### config.mk
export PLATFORM = sky130hd
export DESIGN_NAME = video_timing_gen
export DESIGN_NICKNAME = d
export VERILOG_FILES = /design/src/rtl/video_timing_pkg.sv /design/src/rtl/timing_axis_counter.sv /design/src/rtl/video_timing_gen.sv
export SDC_FILE = /design/constraint.sdc
export NUM_CORES = 1
export LEC_CHECK = 0
export ABC_AREA = 1
export ABC_CLOCK_PERIOD_IN_PS = 2020
export BUFFER_PORTS_ARGS = -buffer_cell sky130_fd_sc_hd__buf_4
export CAP_MARGIN = 20
export CORE_MARGIN = 10
export CORE_UTILIZATION = 50
export CTS_CLUSTER_SIZE = 20
export DETAILED_ROUTE_END_ITERATION = 6
export PLACE_DENSITY = 0.73
export SYNTH_ARGS = -nofsm -noshare
export SYNTH_HDL_FRONTEND = slang
export SYNTH_SLANG_ARGS = --single-unit
### constraint.sdc
create_clock -name PClk -period 2.02 [get_ports PClk]
set_input_delay 0.303 -clock PClk [delete_from_list [all_inputs] [get_ports PClk]]
set_output_delay 0.303 -clock PClk [all_outputs]
set_load 0.005 [all_outputs]
### src/rtl/video_timing_pkg.sv
// Shared timing constants (VGA 640x480@60), coordinate-width helper and the
// per-pixel flag payload carried from decode to the output register.
package video_timing_pkg;

  localparam int unsigned VGA_H_ACTIVE = 640;
  localparam int unsigned VGA_H_FP     = 16;
  localparam int unsigned VGA_H_SYNC   = 96;
  localparam int unsigned VGA_H_BP     = 48;
  localparam int unsigned VGA_V_ACTIVE = 480;
  localparam int unsigned VGA_V_FP     = 10;
  localparam int unsigned VGA_V_SYNC   = 2;
  localparam int unsigned VGA_V_BP     = 33;

  localparam int unsigned VGA_H_TOTAL = VGA_H_ACTIVE + VGA_H_FP + VGA_H_SYNC + VGA_H_BP;
  localparam int unsigned VGA_V_TOTAL = VGA_V_ACTIVE + VGA_V_FP + VGA_V_SYNC + VGA_V_BP;

  localparam int unsigned VGA_SCALE_SHIFT = 3;

  // Bits needed to hold the largest of (H_TOTAL-1, V_TOTAL-1).
  function automatic int unsigned coord_width(input int unsigned h_total,
                                              input int unsigned v_total);
    int unsigned span;
    span = (h_total > v_total) ? h_total : v_total;
    return (span > 1) ? int'($clog2(span)) : 1;
  endfunction

  localparam int unsigned VGA_CW = coord_width(VGA_H_TOTAL, VGA_V_TOTAL);

  typedef struct packed {
    logic hsync;
    logic vsync;
    logic active;
    logic fetch;
    logic line_start;
    logic frame_start;
  } pixel_flags_t;

endpackage

### src/rtl/timing_axis_counter.sv
// One timing axis: wrapping position counter with active and sync decode.
// wrap/active/sync are decoded from the current count, not registered.
module timing_axis_counter
  import video_timing_pkg::*;
#(
  parameter int unsigned ACTIVE = VGA_H_ACTIVE,
  parameter int unsigned FP     = VGA_H_FP,
  parameter int unsigned SYNC   = VGA_H_SYNC,
  parameter int unsigned BP     = VGA_H_BP,
  parameter bit          POL    = 1'b1,
  parameter int unsigned CW     = VGA_CW
) (
  input  logic          clk,
  input  logic          rst,
  input  logic          advance,
  output logic [CW-1:0] count,
  output logic          wrap,
  output logic          active,
  output logic          sync
);

  localparam int unsigned TOTAL = ACTIVE + FP + SYNC + BP;

  localparam logic [CW-1:0] LAST       = CW'(TOTAL - 1);
  localparam logic [CW-1:0] ACTIVE_END = CW'(ACTIVE);
  localparam logic [CW-1:0] SYNC_START = CW'(ACTIVE + FP);
  localparam logic [CW-1:0] SYNC_END   = CW'(ACTIVE + FP + SYNC);

  always_ff @(posedge clk or posedge rst) begin
    if (rst) begin
      count <= '0;
    end else if (advance) begin
      count <= wrap ? '0 : count + CW'(1);
    end
  end

  always_comb begin
    wrap   = (count == LAST);
    active = (count < ACTIVE_END);
    sync   = ((count >= SYNC_START) && (count < SYNC_END)) ? POL : ~POL;
  end

endmodule

### src/rtl/video_timing_gen.sv
// Raster timing generator: chained H/V counters decoded into a registered
// pixel description (syncs, active, raw and replicated coordinates, pulses).
module video_timing_gen
  import video_timing_pkg::*;
#(
  parameter int unsigned H_ACTIVE    = VGA_H_ACTIVE,
  parameter int unsigned H_FP        = VGA_H_FP,
  parameter int unsigned H_SYNC      = VGA_H_SYNC,
  parameter int unsigned H_BP        = VGA_H_BP,
  parameter int unsigned V_ACTIVE    = VGA_V_ACTIVE,
  parameter int unsigned V_FP        = VGA_V_FP,
  parameter int unsigned V_SYNC      = VGA_V_SYNC,
  parameter int unsigned V_BP        = VGA_V_BP,
  parameter bit          HSYNC_POL   = 1'b1,
  parameter bit          VSYNC_POL   = 1'b1,
  parameter int unsigned SCALE_SHIFT = VGA_SCALE_SHIFT,
  parameter int unsigned CW          = VGA_CW
) (
  input  logic          PClk,
  input  logic          Reset,
  input  logic          Enable,
  output logic          hsync,
  output logic          vsync,
  output logic          activeArea,
  output logic [CW-1:0] CounterX,
  output logic [CW-1:0] CounterY,
  output logic [CW-1:0] ScaledX,
  output logic [CW-1:0] ScaledY,
  output logic          fetchStrobe,
  output logic          lineStart,
  output logic          frameStart
);

  localparam logic [CW-1:0] SCALE_MASK = CW'((1 << SCALE_SHIFT) - 1);
  localparam pixel_flags_t  FLAGS_RESET = pixel_flags_t'({~HSYNC_POL, ~VSYNC_POL, 4'b0000});

  logic [CW-1:0] x;
  logic [CW-1:0] y;
  logic          h_wrap;
  logic          v_wrap;
  logic          h_active;
  logic          v_active;
  logic          h_sync;
  logic          v_sync;
  logic          v_advance_c;
  logic          at_origin;

  pixel_flags_t  flags_c;
  pixel_flags_t  flags_q;
  logic [CW-1:0] scaled_x_c;
  logic [CW-1:0] scaled_y_c;

  assign v_advance_c = Enable & h_wrap;

  timing_axis_counter #(
    .ACTIVE (H_ACTIVE),
    .FP     (H_FP),
    .SYNC   (H_SYNC),
    .BP     (H_BP),
    .POL    (HSYNC_POL),
    .CW     (CW)
  ) u_h_axis (
    .clk     (PClk),
    .rst     (Reset),
    .advance (Enable),
    .count   (x),
    .wrap    (h_wrap),
    .active  (h_active),
    .sync    (h_sync)
  );

  timing_axis_counter #(
    .ACTIVE (V_ACTIVE),
    .FP     (V_FP),
    .SYNC   (V_SYNC),
    .BP     (V_BP),
    .POL    (VSYNC_POL),
    .CW     (CW)
  ) u_v_axis (
    .clk     (PClk),
    .rst     (Reset),
    .advance (v_advance_c),
    .count   (y),
    .wrap    (v_wrap),
    .active  (v_active),
    .sync    (v_sync)
  );

  // Tracks whether the counters currently sit on pixel (0,0).
  always_ff @(posedge PClk or posedge Reset) begin
    if (Reset) begin
      at_origin <= 1'b1;
    end else if (Enable) begin
      at_origin <= h_wrap & v_wrap;
    end
  end

  // Decode of the pixel the counters point at; registered below.
  always_comb begin
    flags_c             = '0;
    flags_c.hsync       = h_sync;
    flags_c.vsync       = v_sync;
    flags_c.active      = h_active & v_active;
    flags_c.fetch       = h_active & v_active & ((x & SCALE_MASK) == '0);
    flags_c.line_start  = (x == '0);
    flags_c.frame_start = at_origin;
    scaled_x_c          = h_active ? (x >> SCALE_SHIFT) : '0;
    scaled_y_c          = v_active ? (y >> SCALE_SHIFT) : '0;
  end

  // While disabled everything holds except the pulses, which drop to zero.
  always_ff @(posedge PClk or posedge Reset) begin
    if (Reset) begin
      flags_q  <= FLAGS_RESET;
      CounterX <= '0;
      CounterY <= '0;
      ScaledX  <= '0;
      ScaledY  <= '0;
    end else if (Enable) begin
      flags_q  <= flags_c;
      CounterX <= x;
      CounterY <= y;
      ScaledX  <= scaled_x_c;
      ScaledY  <= scaled_y_c;
    end else begin
      flags_q.fetch       <= 1'b0;
      flags_q.line_start  <= 1'b0;
      flags_q.frame_start <= 1'b0;
    end
  end

  assign hsync       = flags_q.hsync;
  assign vsync       = flags_q.vsync;
  assign activeArea  = flags_q.active;
  assign fetchStrobe = flags_q.fetch;
  assign lineStart   = flags_q.line_start;
  assign frameStart  = flags_q.frame_start;

endmodule

# Word-level counts from Yosys, hierarchy flattened
# Index checks and enable logic that the tools add are counted.
# W data, S select, Z words.
# word_totals
word_cells,38
in_bits,3
output_inout_bits,46
reg_bits,67
# op_classes
n_reduce_logical,4
n_mux,7
add_sub_neg,2
n_eq_ne,2
n_lt_le_gt_ge,6
bitwise_logic,4
# ops
operator,count
$add A10 B1 Y10 const B,2
$eq A10 B10 Y1 const B,2
$logic_not A10 Y1,2
$lt A10 B10 Y1 const B,2
$lt A10 B9 Y1 const B,2
$mux W10,2
$mux W7,2
$ge A10 B10 Y1 const B,1
$ge A10 B9 Y1 const B,1
$and A1 B1 Y1,4
$mux W3,1
$logic_and A1 B1 Y1,2
$mux W1,2

# Longest topological paths before layout
# depth
ltp_word,4
ltp_mapped,9
depth_no_buf,9

# By module
# From an unflattened synthesis, not the netlist that was laid out.
# hier_totals
hier_cells,341
hier_area_um2,3041.7
# modules_own_cells
mod,seq_area_each_um2,cells_per_inst,n_inst,area_per_inst_um2
video_timing_gen,1027.2,164,1,1740.4
timing_axis_counter at u_v_axis,250.2,101,1,683.2
timing_axis_counter at u_h_axis,250.2,76,1,618.1

# Least setup slack after synthesis
# No wires, ideal clock.
# synth_timing
kind,flip-flop to flip-flop
startpoint,register u_h_axis.count[0]
endpoint,register u_v_axis.count[0]
arrival_ps,1187
path_buffers,1
setup_ps,127
setup_slack_ps,706
path_stages_with_launch,9
period_less_slack_ps,1314
required_time_ps,1893
path_cell_list,dfrtp_1 > ha_1 > nand2_1 > inv_2 > nand2_2 > nor2_8 > buf_6 > nand3_1 > o21ai_0
# synth_between
elab_chain_cells,2
# synth_lines
item,line,text
from (decl),timing_axis_counter.sv:16,"output logic [CW-1:0] count,"
from (signal assigned),timing_axis_counter.sv:33,count <= wrap ? '0 : count + CW'(1);
$eq A10 B10 Y1,timing_axis_counter.sv:38,wrap = (count == LAST);
$and A1 B1 Y1,video_timing_gen.sv:53,assign v_advance_c = Enable & h_wrap;
to (signal assigned),timing_axis_counter.sv:33,
to (decl),timing_axis_counter.sv:16,
# Every way passes these cells.
# A chain may end at the register's enable or synchronous reset.

# Final worst setup path
# layout_timing
startpoint,register u_h_axis.count[0]
endpoint,register u_v_axis.count[9]
# Same word-level chain as after synthesis.

==> metrics.md <==
| Metric | Value |
|---|---|
| CTS Hold Buffers Added | 0 |
| CTS tree | yes |
| Sequential fraction of the synthesis area | ~57% |
| Num ports | 49 |
| Combined area of the multi-input logic cells | 983.4 sq um |
| Worst Setup End Kind | flop |
| Total power | around 0.0035 W |
| Clock tree buffer depth | 2 |
| Reg clk slew, reported paths | 0.07 ns |
| TritonCTS Sinks | 61 |
| Ant diodes | 0 |
| Crit-path max FO | 16 |
| Synth warn | 0 |
| Clock root buffer | clkbuf_8 |
| Final WL | between 6000 and 7000 um |
| Status | complete, no violations |
| Fin crit share | 75.79% |
| Filler instances | 451 |
| Unique masters post-synth | 28 |
| Core area | 5172 sq um |
| Mapped Cells | 316 |
| Nets | 369 |
| Reg2Reg Setup Slack | 0.49 ns |
| Tmin final | 1.531 ns |
| Chip height | 93.50 um |
| Peak Freq | 0.6532 GHz |
| Post-DRT Antenna Nets | 0 |
| Drt wl/cell | 14.38 um |
| Setup crit start kind | flop |
| Starting density of the core | 52.23% |
| Layout cells sized above 1 | 18.80% |
| Pleak | 1.783 nW |
| Rows | 26 |
| R2R cell count | 8 |
| Clock latency on the worst-skew pair | 0.34 ns |
| Final setup fails | 0 |
| Resize count post-CTS | 0 |
| Post-Syn Area | 2701 sq um |
| Pins Over Slew Limit | 0 |
| H-tree Lvls | 3 |
| Pre-antenna DRT Iters | 4 |
| Avg Inst Size Synth | 8.549 sq um |
| GR Overflow Total | 0 |
| Number of buffers added on ports | 42 |
| Post-Route Setup TNS | 0 ns |
| Die ar. | 8742 sq um |
| Hold Worst Slack | roughly 0.040 ns |
| CP Data Arrival Time | 1.75 ns |
| CP required | around 2.2 ns |
| Inserted Clock Buffers | 9 |
| Max-cap violations | 0 |
| Vias | 2185 |
| Tightest Hold Check Type | input port to asynchronous set/reset pin |
| R2R Path Start | u_h_axis.count[0] |
| Area grow syn2layout | 21.82% |
| Largest net degree at the start of global routing | 62 |
| CP Class | flop to flop |
| Initial antenna violation count | 0 |
| Total GRT Usage | ~15% |
| Global-route wire length before repair | 10450 um |
| Post-CTS Setup Bufs | 0 |
| FF+latch count, synth | 61 |
| VDD IR-drop max | 551.8 uV |
| Setup Skew | 0.008027 ns |
| Final core occ | 63.62% |
| P per Cell Area | between 1000 and 1500 nW/um^2 |
| DR iter-0 viols | 139 |
| DRC viols | 0 |
| RD Place Congestion | about 0.9 |
| DIE WIDTH | around 94 um |
| Final Hold Vio Count | 0 |
| Register area | about 1500 sq um |
| Worst r2r dst | u_v_axis.count[9] |
| Vias in the first global route | 2071 |
| Vias per Instance | 5.000 |
| RSZ-0062 raised after global routing | no |
| Hpwl dp | 4409 um |
## metrics by stage
stage                     instances  setup slack [ns]  area [sq um]
after floorplan                 321            0.2056          2720
after global placement          421            0.5654          3065
after detailed placement        421            0.5215          3065
after CTS                       437            0.5076          3291
after global routing            437            0.3649          3291
final                           437            0.4890          3291
## how the worst max path moves through the flow
stage	startpoint	to	slack (ns)	cells after the start
detailed placement	Enable	u_h_axis.count[5]	0.52	8
CTS	u_h_axis.count[0]	u_v_axis.count[9]	0.51	8
floorplan	Reset	CounterX[0]	0.21	1
global placement	Enable	u_v_axis.count[9]	0.57	8
finish	u_h_axis.count[0]	u_v_axis.count[9]	0.49	8
global route	u_h_axis.count[0]	u_v_axis.count[9]	0.36	8
## cells in the mapped netlist, drive strengths merged
library cell	instances	area, sq um
nor4	1	6.260
a21oi	3	15.01
o21ai	25	125.1
xor2	4	35.03
o21bai	1	7.510
buf	9	66.31
nand4	6	37.54
inv	33	123.9
nor2	28	121.4
o31ai	1	7.510
or2	1	6.260
clkbuf	5	18.77
nor3	5	25.02
xnor2	3	26.28
conb	1	3.750
nand3	12	65.06
dfstp	1	26.28
nand2	111	419.2
ha	4	50.05
a21boi	1	7.510
o22ai	1	6.260
dfrtp	60	1501
## layout make-up
type                            instances  share of cell area [%]
Clock buffer                           12                   4.715
Tap cell                               70                   2.662
Clock inverter                          4                   2.129
Multi-Input combinational cell        213                   29.89
Timing Repair Buffer                   44                   10.42
Inverter                               33                   3.764
Sequential cell                        61                   46.43
## kinds of logic (layout without fill, tap and decap cells)
group           Yosys count  after routing  synth area share (%)
simple gates            164            164                 25.20
compound gates           32             32                 6.253
flops                    61             61                 56.55
fa+ha+maj                 4              4                 1.853
other cells               1              6                0.1388
xor+xnor                  7              7                 2.270
buf+inv                  47             93                 7.735
## per-layer routing
layer / vias to the layer above / GRT usage [%] / routed length [um] / share of wire, %
li1: 1072 / - / - / -
met1: 1028 / 19.62 / 2792 / 44
met2: 80 / 22.22 / 2906 / 46
met3: 5 / 3.837 / 497 / 7.9
met4: 0 / 7.841 / 85 / 1.4
met5: - / 0 / 0 / 0
## placed cells by master, fill, tap and decap left out, types with 6 or more instances in the layout
| master | n |
|---|---|
| buf_4 | 43 |
| clkbuf_8 | 11 |
| conb_1 | 6 |
| dfrtp_1 | 60 |
| inv_1 | 28 |
| nand2_1 | 110 |
| nand3_1 | 11 |
| nand4_1 | 6 |
| nor2_1 | 27 |
| o21ai_0 | 25 |
## sequential cells by signal, indices dropped and copies added (netlist names)
register and cells:
u_v_axis.count 10, fetchStrobe 1, lineStart 1, vsync 1, activeArea 1, hsync 1, ScaledX 7, CounterY 10
u_h_axis.count 10, at_origin 1, frameStart 1, ScaledY 7, CounterX 10
## report_power, final
part / internal, W / switching (W) / total, W
registers: 0.00142 / 0.000187 / 0.00160
clock network: 0.000759 / 0.000470 / 0.00123
logic: 0.000291 / 0.000382 / 0.000673
## critical path: stages (launching register included)
cell     delay (ns)
dfrtp_1        0.40
ha_1           0.19
nand2_1        0.10
inv_2          0.08
nand2_2        0.11
nor2_8         0.25
inv_2          0.13
nor2_1         0.11
nor2_1         0.06
(Power assumes the default switching activity.)
